### src/rtl/bus_addr_decoder.sv
// bus_addr_decoder: 8088 peripheral bus front end.
// Demultiplexes the address on ALE, decodes four one-hot chip selects,
// stretches the command with programmable wait states through READY and
// pulses CYCLE_ERR on malformed or timed-out bus cycles.
//
// Handshake: the CPU starts a cycle with ALE, then drops RD_N or WR_N.
// The command completes on the first cycle READY is sampled high while the
// strobe is low; the cycle ends when both strobes return high.
module bus_addr_decoder #(
  parameter int unsigned WS0     = 1,
  parameter int unsigned WS1     = 0,
  parameter int unsigned WS2     = 2,
  parameter int unsigned WS3     = 3,
  parameter int unsigned TIMEOUT = 8
) (
  input  logic        CLK,
  input  logic        RESET_N,
  input  logic        ALE,
  input  logic        IOM,
  input  logic        RD_N,
  input  logic        WR_N,
  input  logic [19:0] A,
  output logic [19:0] Address,
  output logic [3:0]  CS,
  output logic        READY,
  output logic        CYCLE_ERR,
  output logic [4:0]  state_dbg
);

  typedef enum logic [4:0] {
    IDLE = 5'b00001,
    ADDR = 5'b00010,
    CMD  = 5'b00100,
    HOLD = 5'b01000,
    ERR  = 5'b10000
  } state_t;

  // Last ADDR cycle before the timeout fires (counter counts from 0).
  localparam logic [7:0] TMO_LAST = 8'(TIMEOUT - 1);

  state_t      state, state_nxt;
  logic [19:0] hold_addr;
  logic        hold_iom;
  logic [3:0]  sel_cs;
  logic [2:0]  wait_cnt;
  logic [7:0]  tmo_cnt;

  logic        ale_ok;
  logic [19:0] eff_addr;
  logic        eff_iom;
  logic [3:0]  cs_dec;
  logic        both_low, any_low;
  logic        load_sel, clr_tmo, inc_tmo, load_wait, dec_wait;

  // Memory map: two 512K memory halves, IO FF00-FF0F and IO 1C00-1DFF.
  function automatic logic [3:0] decode(input logic [19:0] addr, input logic iom);
    logic [3:0] cs;
    cs = 4'b0000;
    if (iom) begin
      cs[2] = (addr[15:4] == 12'hFF0);
      cs[3] = (addr[15:9] == 7'h0E);
    end else begin
      cs[0] = !addr[19];
      cs[1] = addr[19];
    end
    return cs;
  endfunction

  // Wait-state count for the selected slave; a decode miss gets none.
  function automatic logic [2:0] ws_of(input logic [3:0] sel);
    logic [2:0] ws;
    ws = 3'd0;
    if (sel[0])      ws = 3'(WS0);
    else if (sel[1]) ws = 3'(WS1);
    else if (sel[2]) ws = 3'(WS2);
    else if (sel[3]) ws = 3'(WS3);
    return ws;
  endfunction

  // ALE only opens the latch between cycles; once a command is running it is ignored.
  assign ale_ok   = ALE && (state == IDLE || state == ADDR);
  assign eff_addr = ale_ok ? A   : hold_addr;
  assign eff_iom  = ale_ok ? IOM : hold_iom;
  assign cs_dec   = decode(eff_addr, eff_iom);
  assign both_low = !RD_N && !WR_N;
  assign any_low  = !RD_N || !WR_N;

  // Outputs: transparent address, gated chip selects, READY and error pulse.
  always_comb begin
    Address   = eff_addr;
    CS        = 4'b0000;
    READY     = 1'b1;
    CYCLE_ERR = 1'b0;
    if (ale_ok || state == ADDR || state == CMD || state == HOLD) CS = cs_dec;
    if (state == CMD && wait_cnt != 3'd0) READY = 1'b0;
    if (state == ERR) CYCLE_ERR = 1'b1;
  end

  assign state_dbg = state;

  // Next-state logic and datapath control strobes.
  always_comb begin
    state_nxt = state;
    load_sel  = 1'b0;
    clr_tmo   = 1'b0;
    inc_tmo   = 1'b0;
    load_wait = 1'b0;
    dec_wait  = 1'b0;
    case (state)
      IDLE: begin
        if (ALE) begin
          state_nxt = ADDR;
          load_sel  = 1'b1;
          clr_tmo   = 1'b1;
        end
      end
      ADDR: begin
        if (both_low) begin
          state_nxt = ERR;
        end else if (any_low) begin
          state_nxt = CMD;
          load_wait = 1'b1;
        end else if (ALE) begin
          load_sel = 1'b1;
          clr_tmo  = 1'b1;
        end else if (tmo_cnt == TMO_LAST) begin
          state_nxt = ERR;
        end else begin
          inc_tmo = 1'b1;
        end
      end
      CMD: begin
        if (both_low)                state_nxt = ERR;
        else if (wait_cnt == 3'd0)   state_nxt = HOLD;
        else                         dec_wait  = 1'b1;
      end
      HOLD: begin
        if (both_low)          state_nxt = ERR;
        else if (RD_N && WR_N) state_nxt = IDLE;
      end
      ERR:     state_nxt = IDLE;
      default: state_nxt = IDLE;
    endcase
  end

  // State register.
  always_ff @(posedge CLK) begin
    if (!RESET_N) state <= IDLE;
    else          state <= state_nxt;
  end

  // Address/IOM holding register, slave select and wait/timeout counters.
  always_ff @(posedge CLK) begin
    if (!RESET_N) begin
      hold_addr <= 20'h0_0000;
      hold_iom  <= 1'b0;
      sel_cs    <= 4'b0000;
      wait_cnt  <= 3'd0;
      tmo_cnt   <= 8'd0;
    end else begin
      if (ale_ok) begin
        hold_addr <= A;
        hold_iom  <= IOM;
      end
      if (load_sel)       sel_cs   <= cs_dec;
      if (clr_tmo)        tmo_cnt  <= 8'd0;
      else if (inc_tmo)   tmo_cnt  <= tmo_cnt + 8'd1;
      if (load_wait)      wait_cnt <= ws_of(sel_cs);
      else if (dec_wait)  wait_cnt <= wait_cnt - 3'd1;
    end
  end

endmodule

### config.mk
export PLATFORM = sky130hd
export DESIGN_NAME = bus_addr_decoder
export DESIGN_NICKNAME = d
export VERILOG_FILES = /design/src/rtl/bus_addr_decoder.sv
export SDC_FILE = /design/constraint.sdc
export NUM_CORES = 1
export LEC_CHECK = 0
export ABC_AREA = 1
export BUFFER_PORTS_ARGS = -buffer_cell sky130_fd_sc_hd__buf_2
export CORE_MARGIN = 3
export CORE_UTILIZATION = 29
export DETAILED_ROUTE_END_ITERATION = 10
export PLACE_DENSITY = 0.47
export REMOVE_ABC_BUFFERS = 1
export SYNTH_ARGS = -nofsm -noshare
export SYNTH_HDL_FRONTEND = slang
export SYNTH_SLANG_ARGS = --single-unit
### constraint.sdc
create_clock -name CLK -period 3.4 [get_ports CLK]
set_input_delay 0.68 -clock CLK [delete_from_list [all_inputs] [get_ports CLK]]
set_output_delay 0.68 -clock CLK [all_outputs]
set_load 0.01 [all_outputs]
# Yosys cells after proc, flatten, opt, wreduce, memory -nomap -nowiden
# Index checks and enable logic that the tools add are counted.
# classes
bitwise_logic	1
eq_ne	13
muxes	38
n_addsub	2
reduce_logical	17
# op_table
op	n
two-way mux 5 bit	9
two-way mux 20 bit	1
one-hot mux 5 bit (4 select lines)	1
two-way mux 1 bit	17
== test 12 bit (second input constant)	1
two-way mux 2 bit	6
adder 8 x 1 -> 8 bit (second input constant)	1
== test 8 x 3 -> 1 bit (second input constant)	1
== test 7 x 4 -> 1 bit (second input constant)	1
two-way mux 3 bit	2
inequality test 3 x 2 -> 1 bit (second input constant)	2
== test 5 x 1 -> 1 bit (second input constant)	1
== test 5 x 2 -> 1 bit (second input constant)	1
== test 5 x 3 -> 1 bit (second input constant)	1
== test 5 x 4 -> 1 bit (second input constant)	1
== test 5 bit (second input constant)	1
logical OR 1 bit	5
AND reduction 5 bit	1
logical AND 1 bit	4
two-way mux 4 bit	1
inequality test 4 x 3 -> 1 bit (second input constant)	1
inequality test 4 bit (second input constant)	1
zero test 1 bit	3
zero test 3 bit	1
7 further kinds	7
# word_totals
regBits	41
input_bits	26
word_cells	77
out_inout_bits	31

# Logic depth before layout (Yosys ltp)
# logic_depth
ltp_word	7
mapped_depth	12
mapped_depth_nobuf	11

# Least setup slack after synthesis
# OpenSTA, ideal clock, no wires.
# synth_path
path_type	input -> output
from	input ALE
to	output CS[2]
stages	10
slack_ps	884
path_buffers	2
required_ps	2720
arrival_ps	1836
path_cell_list	buf_2 nand4_2 nand2_2 buf_6 nand2_2 nand2_2 nand3_1 nor2_1 nand2_1 nor2_1
# synth_between
elab_chain_len	5
word_cells_on_any_way	9
cone_classes	eq/ne (1); mux (4); reduce/logical (4)
# synth_rtl
item	line	source
from (decl)	18	input logic ALE,
logical AND 1 bit (*)	81	assign ale_ok = ALE && (state == IDLE || state == ADDR);
two-way mux 20 bit / logical OR 1 bit (equally long branches)	-	
== test 12 bit / logical OR 1 bit (equally long branches)	60, 94	
two-way mux 2 bit / logical OR 1 bit (equally long branches)	59, 94	
two-way mux 4 bit (*)	94	if (ale_ok || state == ADDR || state == CMD || state == HOLD) CS = cs_dec;
to (decl)	24	output logic [3:0] CS,
# Mark *: on every way between the ends. The rest lies on a longest branch, timed or not.

# Worst setup path in the final report
# layout_path
from	register state[2] (netlist: state_dbg[2])
to	output CS[2]
# layout_between
elab_chain_len	7
word_cells_on_any_way	14
cone_classes	eq/ne (5); mux (4); reduce/logical (5)
# layout_rtl
item	line	source
from (decl)	41	state_t state, state_nxt;
from (signal assigned)	149	else state <= state_nxt;
== test 5 x 1 -> 1 bit / == test 5 x 2 -> 1 bit (equally long branches)	81, 94	
logical OR 1 bit	81	
logical AND 1 bit	81	
two-way mux 20 bit / logical OR 1 bit (equally long branches)	-	
== test 12 bit / logical OR 1 bit (equally long branches)	60, 94	
two-way mux 2 bit / logical OR 1 bit (equally long branches)	59, 94	
two-way mux 4 bit (*)	94	
# Marks and branches as above.

==> results.ini <==
[detailed_routing]
num_vias=2142
ant_nets=0
detail_route.vias_per_cell=4.34
drt_pass1_iterations=4
post_drt_wl_per_cell_um=11.3
drt_iter0_drc=86
wl_mm=5.57
drc=0

[cts]
clock_latency_ns=0.29
ctsHoldBuffers=0
clk_pin_slew_ns=0.08
cts.path.max_buffers=2
cts_setup_buffers=0
cts_tree=built
cts_resized=0
h-tree-depth=2
clock-root-buffer=clkbuf_8
cts_made_buffers=5
cts_sinks=41

[setup_path]
arrival_ns=2.29
cp-start-kind=flip-flop
critical_path_required_ns=2.72
cp_max_fo=20
worstSetupPathType=flip-flop to primary output
regToRegSetupSlack_ns=1.37
end_kind=primary output

[sta]
fin_worst_skew_ns=0.00314
finalMaxSlewViolations=0
setup_tns_ns=0
finalHoldViolations=0
timing.final.crit_share_pct=87.3
setup_slack_ns=0.432
worst_slew_pin_slew_ns=0.720
fmax_mhz=337
setup_viol=0
fin_crit_ns=2.97
max_slew_margin_pct=51.6
grt_setup_unrepaired=false

[global_route]
grt_pass1_vias=2073
grt_pass1_wl_mm=9.44
grt_max_degree=26
antenna_found_initial=0
grt.overflow.total=0
grt_usage_pct=13.5

[logic_synthesis]
yosys_register_bits=41
synth_top_family_by_area=simple AND/OR/NAND/NOR gates
yosysTopAreaCell=dfxtp_1
syn_area_um2=2200
synth_xor_area_share_pct=1.59
synthFlopType=dfxtp_1
ys_seq_area_share_pct=37.4
synthArstFlopShare_pct=0
synth_area_leaders=dfxtp_1 37%, inv_1 12%, nand2_1 12%
synthSimpleGateAreaFrac_pct=34.6
synth_compound_area_share_pct=9.62
synth_common_cells=70 x inv_1, 70 x nand2_1, 46 x nor2_1, 41 x dfxtp_1, 21 x nand3_1
synth_mux_area_share_pct=0
yosysTopAreaCellShare_pct=37.4
synth_edf_count=0
yosys_warnings=0
ys_types=29
syn_inst=335
syn-mean-instance-area_um2=6.56
synth_fa_ha_area_share_pct=2.85

[floorplanning]
initial_utilization_pct=30.1
chipWidth_um=93.0
io_pins=57
rows=31
die_y_um=93.0
core-area_um2=7290
die-area_um2=8660

[layout]
insertedDiodeCount=0
drive_gt1_share_pct=22.5
synthToLayoutAreaGrowth_pct=21.9
final_net_count=425

[placed_design]
gp_congestion=0.829
numPortBuffers=56
place_worst_setup_slack_ns=0.452
hpwl_mm=4.21

[run]
drv_cap=0

[pwr]
power_density_nw_per_um2=528
leakage_nw=1.43
peakVddDrop_uv=196

[outcome]
status=finished clean

[min_path]
hold_class=flip-flop to flip-flop

## kinds of logic after synthesis
family / Yosys count
adders and majority gates: 5
and+or+nand+nor: 171
buffers and inverters: 77
DFF: 41
AOI/OAI and AO/OA: 37
xor gates and xnor gates: 4
## critical path, stage by stage, from the launching register on
cell,delay [ns]
dfxtp_1,0.38
nor2_4,0.16
nand2_2,0.09
a21oi_4,0.22
nand2_2,0.29
nand2_1,0.16
nand2_2,0.09
nor2_1,0.12
nand2_1,0.07
nor2_2,0.09
nand2_1,0.06
nor2_1,0.10
buf_2,0.15
## registers in the layout (all words and copies together) (netlist names)
name / count
hold_addr: 20
tmo_cnt: 8
state_dbg: 5
sel_cs: 4
wait_cnt: 3
hold_iom: 1
## layout make-up
cell class	count	area, um2
Inverter	71	267
Fill cell	828	4610
Clock inverter	1	5.00
Timing Repair Buffer	58	295
Clock buffer	7	96.3
Tap cell	99	124
Multi-Input combinational cell	217	1070
Sequential cell	41	821
## where the power goes
| group | leakage [nW] | switching [mW] | internal (mW) |
|---|---|---|---|
| Sequential | 0.335 | 0.0210 | 0.534 |
| Combinational | 1.04 | 0.324 | 0.182 |
| Clock | 0.0542 | 0.170 | 0.184 |
| Total | 1.43 | 0.515 | 0.899 |
## path summary, 6_finish.rpt
path / start / to / cells after the start
worst max-delay path: state_dbg[2] / CS[2] / 12
worst min-delay path: sel_cs[2] / sel_cs[2] / 2
worst max register to register: tmo_cnt[0] / state_dbg[2] / 8
worst min register to register: sel_cs[2] / sel_cs[2] / 2
## routing by layer
layer | vias up | global-route usage [%] | wire (um)
met3 | 2 | 4.10 | 350
li1 | 1154 | - | -
met2 | 54 | 21.5 | 2440
met5 | - | 0 | 0
met4 | 0 | 3.30 | 30
met1 | 932 | 17.9 | 2750
## cells in the final DEF, fill, tap and decap left out, types with 4 or more instances in the layout
cell type | netlist | routed
buf_2 | 2 | 56
nand2_2 | 9 | 9
clkbuf_8 | 0 | 7
or2_2 | 7 | 7
nor4_1 | 4 | 4
dfxtp_1 | 41 | 41
nor3_1 | 4 | 4
a21oi_1 | 12 | 12
nand3_1 | 21 | 21
inv_1 | 70 | 70
ha_1 | 5 | 5
o21ai_0 | 17 | 17
nor2_1 | 46 | 46
nand2_1 | 70 | 70
nand4_1 | 5 | 5
## through the flow
step	power [mW]	std cells	area [um2]	util (%)	hold slack (ns)
CTS	1.44	494	2680	36.7	0.473
global placement	1.08	486	2580	35.3	0.459
global route	1.53	494	2680	36.7	0.521
detailed placement	1.08	486	2580	35.3	0.460
floorplan	0.900	329	2160	-	0.444
finish	1.41	494	2680	36.7	0.472
Power figures use the tool's default switching activity.
